--- src/rtl/dcache_fsab_postbuf_if.sv ---
// FSAB request channel between the DCache, the posting buffer and the arbiter.
// The master drives the request fields and the slave returns credit pulses.
`ifndef FSAB_DEFINES
`define FSAB_DEFINES
`define FSAB_REQ_HI 0
`define FSAB_DID_HI 4
`define FSAB_ADDR_HI 30
`define FSAB_LEN_HI 3
`define FSAB_DATA_HI 63
`define FSAB_MASK_HI 7
`define FSAB_READ 1'b0
`define FSAB_WRITE 1'b1
`define FSAB_INITIAL_CREDITS 4
`endif

interface dcache_fsab_postbuf_if;
    logic                    valid;
    logic [`FSAB_REQ_HI:0]   mode;
    logic [`FSAB_DID_HI:0]   did;
    logic [`FSAB_DID_HI:0]   subdid;
    logic [`FSAB_ADDR_HI:0]  addr;
    logic [`FSAB_LEN_HI:0]   len;
    logic [`FSAB_DATA_HI:0]  data;
    logic [`FSAB_MASK_HI:0]  mask;
    logic                    credit;

    modport master (output valid, mode, did, subdid, addr, len, data, mask, input credit);
    modport slave  (input valid, mode, did, subdid, addr, len, data, mask, output credit);
endinterface

--- src/rtl/dcache_fsab_postbuf.sv ---
// In-order posting buffer between the DCache FSAB port and the FSAB arbiter.
// Define POSTBUF_COALESCE_EN to merge back-to-back single-beat writes to the same address.
`ifndef FSAB_DEFINES
`define FSAB_DEFINES
`define FSAB_REQ_HI 0
`define FSAB_DID_HI 4
`define FSAB_ADDR_HI 30
`define FSAB_LEN_HI 3
`define FSAB_DATA_HI 63
`define FSAB_MASK_HI 7
`define FSAB_READ 1'b0
`define FSAB_WRITE 1'b1
`define FSAB_INITIAL_CREDITS 4
`endif

module dcache_fsab_postbuf #(
    parameter int DEPTH        = 4,
    parameter int DEPTH_LOG2   = 2,
    parameter int UP_CREDITS   = `FSAB_INITIAL_CREDITS,
    parameter int DOWN_CREDITS = `FSAB_INITIAL_CREDITS
) (
    input  logic                  clk,
    input  logic                  rst,
    dcache_fsab_postbuf_if.slave  dc__fsabo,
    dcache_fsab_postbuf_if.master fsabo,
    output logic                  postbuf_empty,
    output logic                  postbuf_err
);
    localparam int DCW    = $clog2(DOWN_CREDITS + 1);
    localparam int CW     = DEPTH_LOG2 + 1;
    // A buffer shallower than the DCache's credit pool could be overrun by legal traffic.
    localparam bit CFG_OK = (DEPTH >= UP_CREDITS) && (DEPTH <= (1 << DEPTH_LOG2));

    logic [`FSAB_REQ_HI:0]  mem_mode   [DEPTH];
    logic [`FSAB_DID_HI:0]  mem_did    [DEPTH];
    logic [`FSAB_DID_HI:0]  mem_subdid [DEPTH];
    logic [`FSAB_ADDR_HI:0] mem_addr   [DEPTH];
    logic [`FSAB_LEN_HI:0]  mem_len    [DEPTH];
    logic [`FSAB_DATA_HI:0] mem_data   [DEPTH];
    logic [`FSAB_MASK_HI:0] mem_mask   [DEPTH];

    logic [DEPTH_LOG2-1:0] head;
    logic [DEPTH_LOG2-1:0] tail;
    logic [CW-1:0]         count;
    logic [DCW-1:0]        down_credits;
    logic [CW-1:0]         pending_up;
    logic [CW-1:0]         up_next;
    logic                  full;
    logic                  issue;
    logic                  merge;
    logic                  push;
    logic                  drop;
    logic                  credit_sat;

    function automatic logic [DEPTH_LOG2-1:0] ptr_inc(input logic [DEPTH_LOG2-1:0] p);
        return (p == DEPTH_LOG2'(DEPTH - 1)) ? '0 : p + DEPTH_LOG2'(1);
    endfunction

`ifdef POSTBUF_COALESCE_EN
    logic [DEPTH_LOG2-1:0] tail_last;
    assign tail_last = (tail == '0) ? DEPTH_LOG2'(DEPTH - 1) : tail - DEPTH_LOG2'(1);
`endif

    always_comb begin
        postbuf_empty = (count == '0);
        full          = (count == CW'(DEPTH));
        issue         = !postbuf_empty && (down_credits != '0);
`ifdef POSTBUF_COALESCE_EN
        // The tail is only leaving this cycle when it is also the head being issued.
        merge = dc__fsabo.valid && (dc__fsabo.mode == `FSAB_WRITE)
                && (dc__fsabo.len == (`FSAB_LEN_HI + 1)'(1)) && !postbuf_empty
                && (mem_mode[tail_last] == `FSAB_WRITE)
                && (mem_len[tail_last] == (`FSAB_LEN_HI + 1)'(1))
                && (mem_addr[tail_last] == dc__fsabo.addr)
                && (mem_did[tail_last] == dc__fsabo.did)
                && (mem_subdid[tail_last] == dc__fsabo.subdid)
                && !(issue && (count == CW'(1)));
`else
        merge = 1'b0;
`endif
        push       = dc__fsabo.valid && !merge && (!full || issue);
        drop       = dc__fsabo.valid && !merge && full && !issue;
        credit_sat = fsabo.credit && !issue && (down_credits == DCW'(DOWN_CREDITS));
        up_next    = pending_up + CW'(issue) + CW'(merge);
    end

    always_comb begin
        fsabo.valid  = issue;
        fsabo.mode   = issue ? mem_mode[head]   : 'x;
        fsabo.did    = issue ? mem_did[head]    : 'x;
        fsabo.subdid = issue ? mem_subdid[head] : 'x;
        fsabo.addr   = issue ? mem_addr[head]   : 'x;
        fsabo.len    = issue ? mem_len[head]    : 'x;
        fsabo.data   = issue ? mem_data[head]   : 'x;
        fsabo.mask   = issue ? mem_mask[head]   : 'x;
    end

    always_ff @(posedge clk) begin
        if (push) begin
            mem_mode[tail]   <= dc__fsabo.mode;
            mem_did[tail]    <= dc__fsabo.did;
            mem_subdid[tail] <= dc__fsabo.subdid;
            mem_addr[tail]   <= dc__fsabo.addr;
            mem_len[tail]    <= dc__fsabo.len;
            mem_data[tail]   <= dc__fsabo.data;
            mem_mask[tail]   <= dc__fsabo.mask;
        end
`ifdef POSTBUF_COALESCE_EN
        else if (merge) begin
            for (int b = 0; b <= `FSAB_MASK_HI; b++) begin
                if (dc__fsabo.mask[b]) begin
                    mem_data[tail_last][8*b +: 8] <= dc__fsabo.data[8*b +: 8];
                end
            end
            mem_mask[tail_last] <= mem_mask[tail_last] | dc__fsabo.mask;
        end
`endif
    end

    always_ff @(posedge clk) begin
        if (rst) begin
            head            <= '0;
            tail            <= '0;
            count           <= '0;
            down_credits    <= DCW'(DOWN_CREDITS);
            pending_up      <= '0;
            dc__fsabo.credit <= 1'b0;
            postbuf_err     <= 1'b0;
        end else begin
            if (push) begin
                tail <= ptr_inc(tail);
            end
            if (issue) begin
                head <= ptr_inc(head);
            end
            case ({push, issue})
                2'b10:   count <= count + CW'(1);
                2'b01:   count <= count - CW'(1);
                default: count <= count;
            endcase

            if (fsabo.credit && !issue) begin
                if (down_credits != DCW'(DOWN_CREDITS)) begin
                    down_credits <= down_credits + DCW'(1);
                end
            end else if (!fsabo.credit && issue) begin
                down_credits <= down_credits - DCW'(1);
            end

            // One credit pulse per cycle; any surplus waits in pending_up.
            dc__fsabo.credit <= (up_next != '0);
            pending_up       <= up_next - CW'(up_next != '0);

            if (drop || credit_sat || !CFG_OK) begin
                postbuf_err <= 1'b1;
            end
        end
    end
endmodule
--- src/flat_wrapper.sv ---
// flat-port wrapper written by rule: the top's interface ports become plain ports
module dcache_fsab_postbuf_flat 
#(
    parameter int DEPTH        = 4,
    parameter int DEPTH_LOG2   = 2,
    parameter int UP_CREDITS   = `FSAB_INITIAL_CREDITS,
    parameter int DOWN_CREDITS = `FSAB_INITIAL_CREDITS
)
  (clk, rst, postbuf_empty, postbuf_err, dc__fsabo_valid, dc__fsabo_mode, dc__fsabo_did, dc__fsabo_subdid, dc__fsabo_addr, dc__fsabo_len, dc__fsabo_data, dc__fsabo_mask, dc__fsabo_credit, fsabo_valid, fsabo_mode, fsabo_did, fsabo_subdid, fsabo_addr, fsabo_len, fsabo_data, fsabo_mask, fsabo_credit);
  dcache_fsab_postbuf_if dc__fsabo_i ();
  dcache_fsab_postbuf_if fsabo_i ();
  input  logic clk;
  input  logic rst;
  output logic postbuf_empty;
  output logic postbuf_err;
  input wire logic [$bits(dc__fsabo_i.valid)-1:0] dc__fsabo_valid;
  input wire logic [$bits(dc__fsabo_i.mode)-1:0] dc__fsabo_mode;
  input wire logic [$bits(dc__fsabo_i.did)-1:0] dc__fsabo_did;
  input wire logic [$bits(dc__fsabo_i.subdid)-1:0] dc__fsabo_subdid;
  input wire logic [$bits(dc__fsabo_i.addr)-1:0] dc__fsabo_addr;
  input wire logic [$bits(dc__fsabo_i.len)-1:0] dc__fsabo_len;
  input wire logic [$bits(dc__fsabo_i.data)-1:0] dc__fsabo_data;
  input wire logic [$bits(dc__fsabo_i.mask)-1:0] dc__fsabo_mask;
  output wire logic [$bits(dc__fsabo_i.credit)-1:0] dc__fsabo_credit;
  output wire logic [$bits(fsabo_i.valid)-1:0] fsabo_valid;
  output wire logic [$bits(fsabo_i.mode)-1:0] fsabo_mode;
  output wire logic [$bits(fsabo_i.did)-1:0] fsabo_did;
  output wire logic [$bits(fsabo_i.subdid)-1:0] fsabo_subdid;
  output wire logic [$bits(fsabo_i.addr)-1:0] fsabo_addr;
  output wire logic [$bits(fsabo_i.len)-1:0] fsabo_len;
  output wire logic [$bits(fsabo_i.data)-1:0] fsabo_data;
  output wire logic [$bits(fsabo_i.mask)-1:0] fsabo_mask;
  input wire logic [$bits(fsabo_i.credit)-1:0] fsabo_credit;
  assign dc__fsabo_i.valid = dc__fsabo_valid;
  assign dc__fsabo_i.mode = dc__fsabo_mode;
  assign dc__fsabo_i.did = dc__fsabo_did;
  assign dc__fsabo_i.subdid = dc__fsabo_subdid;
  assign dc__fsabo_i.addr = dc__fsabo_addr;
  assign dc__fsabo_i.len = dc__fsabo_len;
  assign dc__fsabo_i.data = dc__fsabo_data;
  assign dc__fsabo_i.mask = dc__fsabo_mask;
  assign dc__fsabo_credit = dc__fsabo_i.credit;
  assign fsabo_valid = fsabo_i.valid;
  assign fsabo_mode = fsabo_i.mode;
  assign fsabo_did = fsabo_i.did;
  assign fsabo_subdid = fsabo_i.subdid;
  assign fsabo_addr = fsabo_i.addr;
  assign fsabo_len = fsabo_i.len;
  assign fsabo_data = fsabo_i.data;
  assign fsabo_mask = fsabo_i.mask;
  assign fsabo_i.credit = fsabo_credit;
  dcache_fsab_postbuf #(.DEPTH(DEPTH), .DEPTH_LOG2(DEPTH_LOG2), .UP_CREDITS(UP_CREDITS), .DOWN_CREDITS(DOWN_CREDITS)) u_core (.clk(clk), .rst(rst), .dc__fsabo(dc__fsabo_i), .fsabo(fsabo_i), .postbuf_empty(postbuf_empty), .postbuf_err(postbuf_err));
endmodule
--- config.mk ---
export PLATFORM = sky130hd
export DESIGN_NAME = dcache_fsab_postbuf_flat
export DESIGN_NICKNAME = d
export VERILOG_FILES = /design/src/rtl/dcache_fsab_postbuf_if.sv /design/src/rtl/dcache_fsab_postbuf.sv /design/src/flat_wrapper.sv
export SDC_FILE = /design/constraint.sdc
export NUM_CORES = 1
export LEC_CHECK = 0
export CORE_AREA = 2 2 218 220
export DETAILED_ROUTE_END_ITERATION = 8
export DIE_AREA = 0 0 220 222
export PLACE_DENSITY = 0.65
export SLEW_MARGIN = 20
export SYNTH_ARGS = -nofsm -noshare
export SYNTH_HDL_FRONTEND = slang
export SYNTH_SLANG_ARGS = --single-unit
--- constraint.sdc ---
create_clock -name clk -period 4.8 [get_ports clk]
set_input_delay 0.96 -clock clk [delete_from_list [all_inputs] [get_ports clk]]
set_output_delay 0.96 -clock clk [all_outputs]
set_load 0.02 [all_outputs]
==> flow_metrics.tcl <==
set metrics [dict create \
    antenna_found_initial 1 \
    cp_num_buf_inv 2 \
    drv_slew 0 \
    fin_crit_sh_pct 81.45 \
    cp_slowest_stage_delay_ns 0.79 \
    cts-hold-fix-buffers 0 \
    via_per_inst 5.034 \
    insertedDiodeCount 0 \
    max_freq_mhz 255.8 \
    rsz0062_at_grt "false" \
    cts-root-buf "clkbuf_16" \
    postSynthCellCount 719 \
    crit_fanout 32 \
    fp-row-count 79 \
    port_buffers 243 \
    syn2layout_area_growth_pct 27.76 \
    cts_resized 0 \
    syn-num-nets 852 \
    num_vias 8311 \
    cts_tree "done" \
    layout-drive-gt1-share_pct 20.98 \
    cp.required_ns 3.84 \
    grt-ovfl-total 0 \
    core_area_um2 46260 \
    yosys_warnings 0 \
    worstSetupEndpointType "output pin" \
    cp_cell_sequence "buf_4, mux4_2, clkdlybuf4s50_1" \
    dp_hpwl_um 20950 \
    nets 1138 \
    cp-start-kind "flop" \
    fin_cells 1651 \
    crit_family "buffers and inverters" \
    synth_area_leaders "edfxtp_1 79%, mux4_2 15%, dfxtp_1 1.9%" \
    synth_top_area_cell "edfxtp_1" \
    path_class "reg -> out" \
    dp_cells 1560 \
    syn_avg_cell_area_um2 24.88 \
    tightest_slew_ns 0.8636 \
    die_area_um2 48840 \
    yosys.area.top_type_share_pct 79.22 \
    ys.flop_type "edfxtp_1" \
    drtAntennaViolNets 0 \
    ys_types 35 \
    p_total_w 0.01248 \
    ir_worst_vdd_v 0.0003362 \
    outcome "finished, final reports clean" \
    tns_ns 0 \
    route.detailed.drc 0 \
    die_h_um 222 \
    hold_viol_final 0 \
    clkTransAtPathRegs_ns 0.06 \
    async_flop_share_pct 0 \
    grt_max_degree 119 \
    relSlewSlack_pct 42.43 \
    skew_ns 0.01520 \
    dieWidth_um 220 \
    p_leak_nw 7.249 \
    syn_area_um2 17890 \
    period_minus_slack_ns 3.909 \
    grt_pass1_vias 8729 \
    cts_buffers 50 \
    synth_edf_count 472 \
    clkLatencyLatePin_ns 0.57 \
    post-cts-setup-buffers 0 \
    crit_slowest_cell "dfxtp_4" \
    numClockSinks 489 \
    wire_per_inst_um 21.79 \
    dr.pass1.iters 4 \
    drt_iter0_markers 455 \
    arrival_ns 2.95 \
    track_usage_pct 14.81 \
    drv_cap 0 \
    ys_seq_area_share_pct 81.12 \
    htreeDepth 2 \
    grt_first_pass_wirelength_um 53740 \
    initial_core_util_pct 38.68 \
    routed_wl_um 35970 \
    ys_ff_latch 489 \
    hp-class "reg -> reg" \
    setup_viol 0 \
    cts_buffer_depth 3 \
    ios 244 \
    gp_congestion 0.7144 \
    power.density_nw_per_um2 546.2 \
]
-- kinds of logic after synthesis --
group | synth area share [%]
DFF | 81.12
muxes | 15.08
buffers and inverters | 1.021
and+or+nand+nor | 1.007
AOI/OAI and AO/OA | 0.6155
adders and majority gates | 0.8532
xor gates and xnor gates | 0.2938
-- layer usage --
layer  vias to the layer above  wire length, um  GRT usage [%]
met3                        54             2516          4.170
met4                         2              678          3.897
met5                         -                9              0
li1                       3632                -              -
met2                       245            16680          22.61
met1                      4378            16090          21.00
-- cell usage in the layout, fill, tap and decap left out, drive strengths merged --
| cell type | instances |
|---|---|
| a21oi | 9 |
| a31oi | 3 |
| a41oi | 1 |
| and2 | 5 |
| buf | 20 |
| bufinv | 6 |
| clkbuf | 65 |
| clkdlybuf4s50 | 243 |
| clkinv | 17 |
| clkinvlp | 2 |
| dfxtp | 17 |
| edfxtp | 472 |
| fa | 2 |
| ha | 9 |
| inv | 11 |
| mux2 | 1 |
| mux2i | 3 |
| mux4 | 118 |
| nand2 | 4 |
| nand2b | 1 |
| nand3 | 1 |
| nand4 | 1 |
| nor2 | 15 |
| nor2b | 1 |
| nor3 | 3 |
| nor4 | 1 |
| o21ai | 4 |
| o221ai | 1 |
| o32ai | 1 |
| or3 | 1 |
| xnor2 | 3 |
| xor2 | 3 |
-- path summary, 6_finish.rpt --
path | from | endpoint | slack (ns) | cells past startpoint
setup / recovery | flop | fsabo_data[24] | 0.89 | 3
hold / removal | u_core.down_credits[1]$_SDFFE_PP0P_ | u_core.down_credits[1]$_SDFFE_PP0P_ | 0.54 | 2
hold reg to reg | u_core.down_credits[1]$_SDFFE_PP0P_ | u_core.down_credits[1]$_SDFFE_PP0P_ | 0.54 | 2
setup reg to reg | u_core.down_credits[2]$_SDFFE_PP1P_ | u_core.count[2]$_SDFFE_PP0P_ | 2.01 | 9
-- Yosys cell counts (2+ instances only) --
cell / number
a21oi_1: 9
a31oi_1: 3
and2_1: 4
buf_2: 14
buf_4: 3
clkbuf_1: 10
dfxtp_1: 17
edfxtp_1: 472
fa_1: 2
ha_1: 9
inv_1: 10
mux2i_1: 3
mux4_2: 118
nand2_1: 4
nor2_1: 14
o21ai_0: 4
xnor2_1: 3
xor2_1: 3
-- where the power goes --
group          total (W)  leakage [nW]  switching, W  internal [W]
clock            0.00387         0.803       0.00154       0.00233
sequential       0.00518          4.48      0.000206       0.00497
combinational    0.00343          1.97       0.00167       0.00176
-- worst register-to-register path, cell delays in order, from the launching register on --
cell and delay, ns:
dfxtp_1 0.35, nor3_2 0.45, a31oi_1 0.38, inv_1 0.14
ha_1 0.19, inv_1 0.06, fa_1 0.38, xor2_1 0.17
or3_2 0.41, a21oi_1 0.17
-- final cells by class --
| cell class | instances | area [um2] |
|---|---|---|
| multi-input combinational | 191 | 3204 |
| sequential | 489 | 14520 |
| clock inverter | 26 | 281.5 |
| timing repair buffer | 263 | 2683 |
| inverter | 10 | 37.54 |
| tap | 607 | 759.5 |
| fill | 3779 | 23400 |
| clock buffer | 65 | 1371 |
-- sequential cells by signal, summed over array words and instances (netlist names), named ones only --
| name | cells |
|---|---|
| u_core.mem_data | 256 |
| u_core.mem_addr | 124 |
| u_core.mem_mask | 32 |
| u_core.mem_did | 20 |
| u_core.mem_subdid | 20 |
| u_core.mem_len | 16 |
| u_core.mem_mode | 4 |
| u_core.count | 3 |
| u_core.down_credits | 3 |
| u_core.pending_up | 3 |
| u_core.head | 2 |
| u_core.tail | 2 |
| u_core.dc__fsabo.credit | 1 |
| u_core.postbuf_err | 1 |
-- through the flow --
stage / setup slack (ns) / area (um2) / util (%) / hold WS [ns]
finish: 0.8905 / 22860 / 49.41 / 0.5433
global route: 0.6358 / 22860 / 49.41 / 0.5817
CTS: 0.7171 / 22860 / 49.41 / 0.5445
detailed placement: 1.337 / 21210 / 45.84 / 0.5278
global placement: 1.348 / 21210 / 45.84 / 0.5122
floorplan: 0.1655 / 17890 / - / 0.4905
No activity file was read; power rests on OpenSTA's default activity.
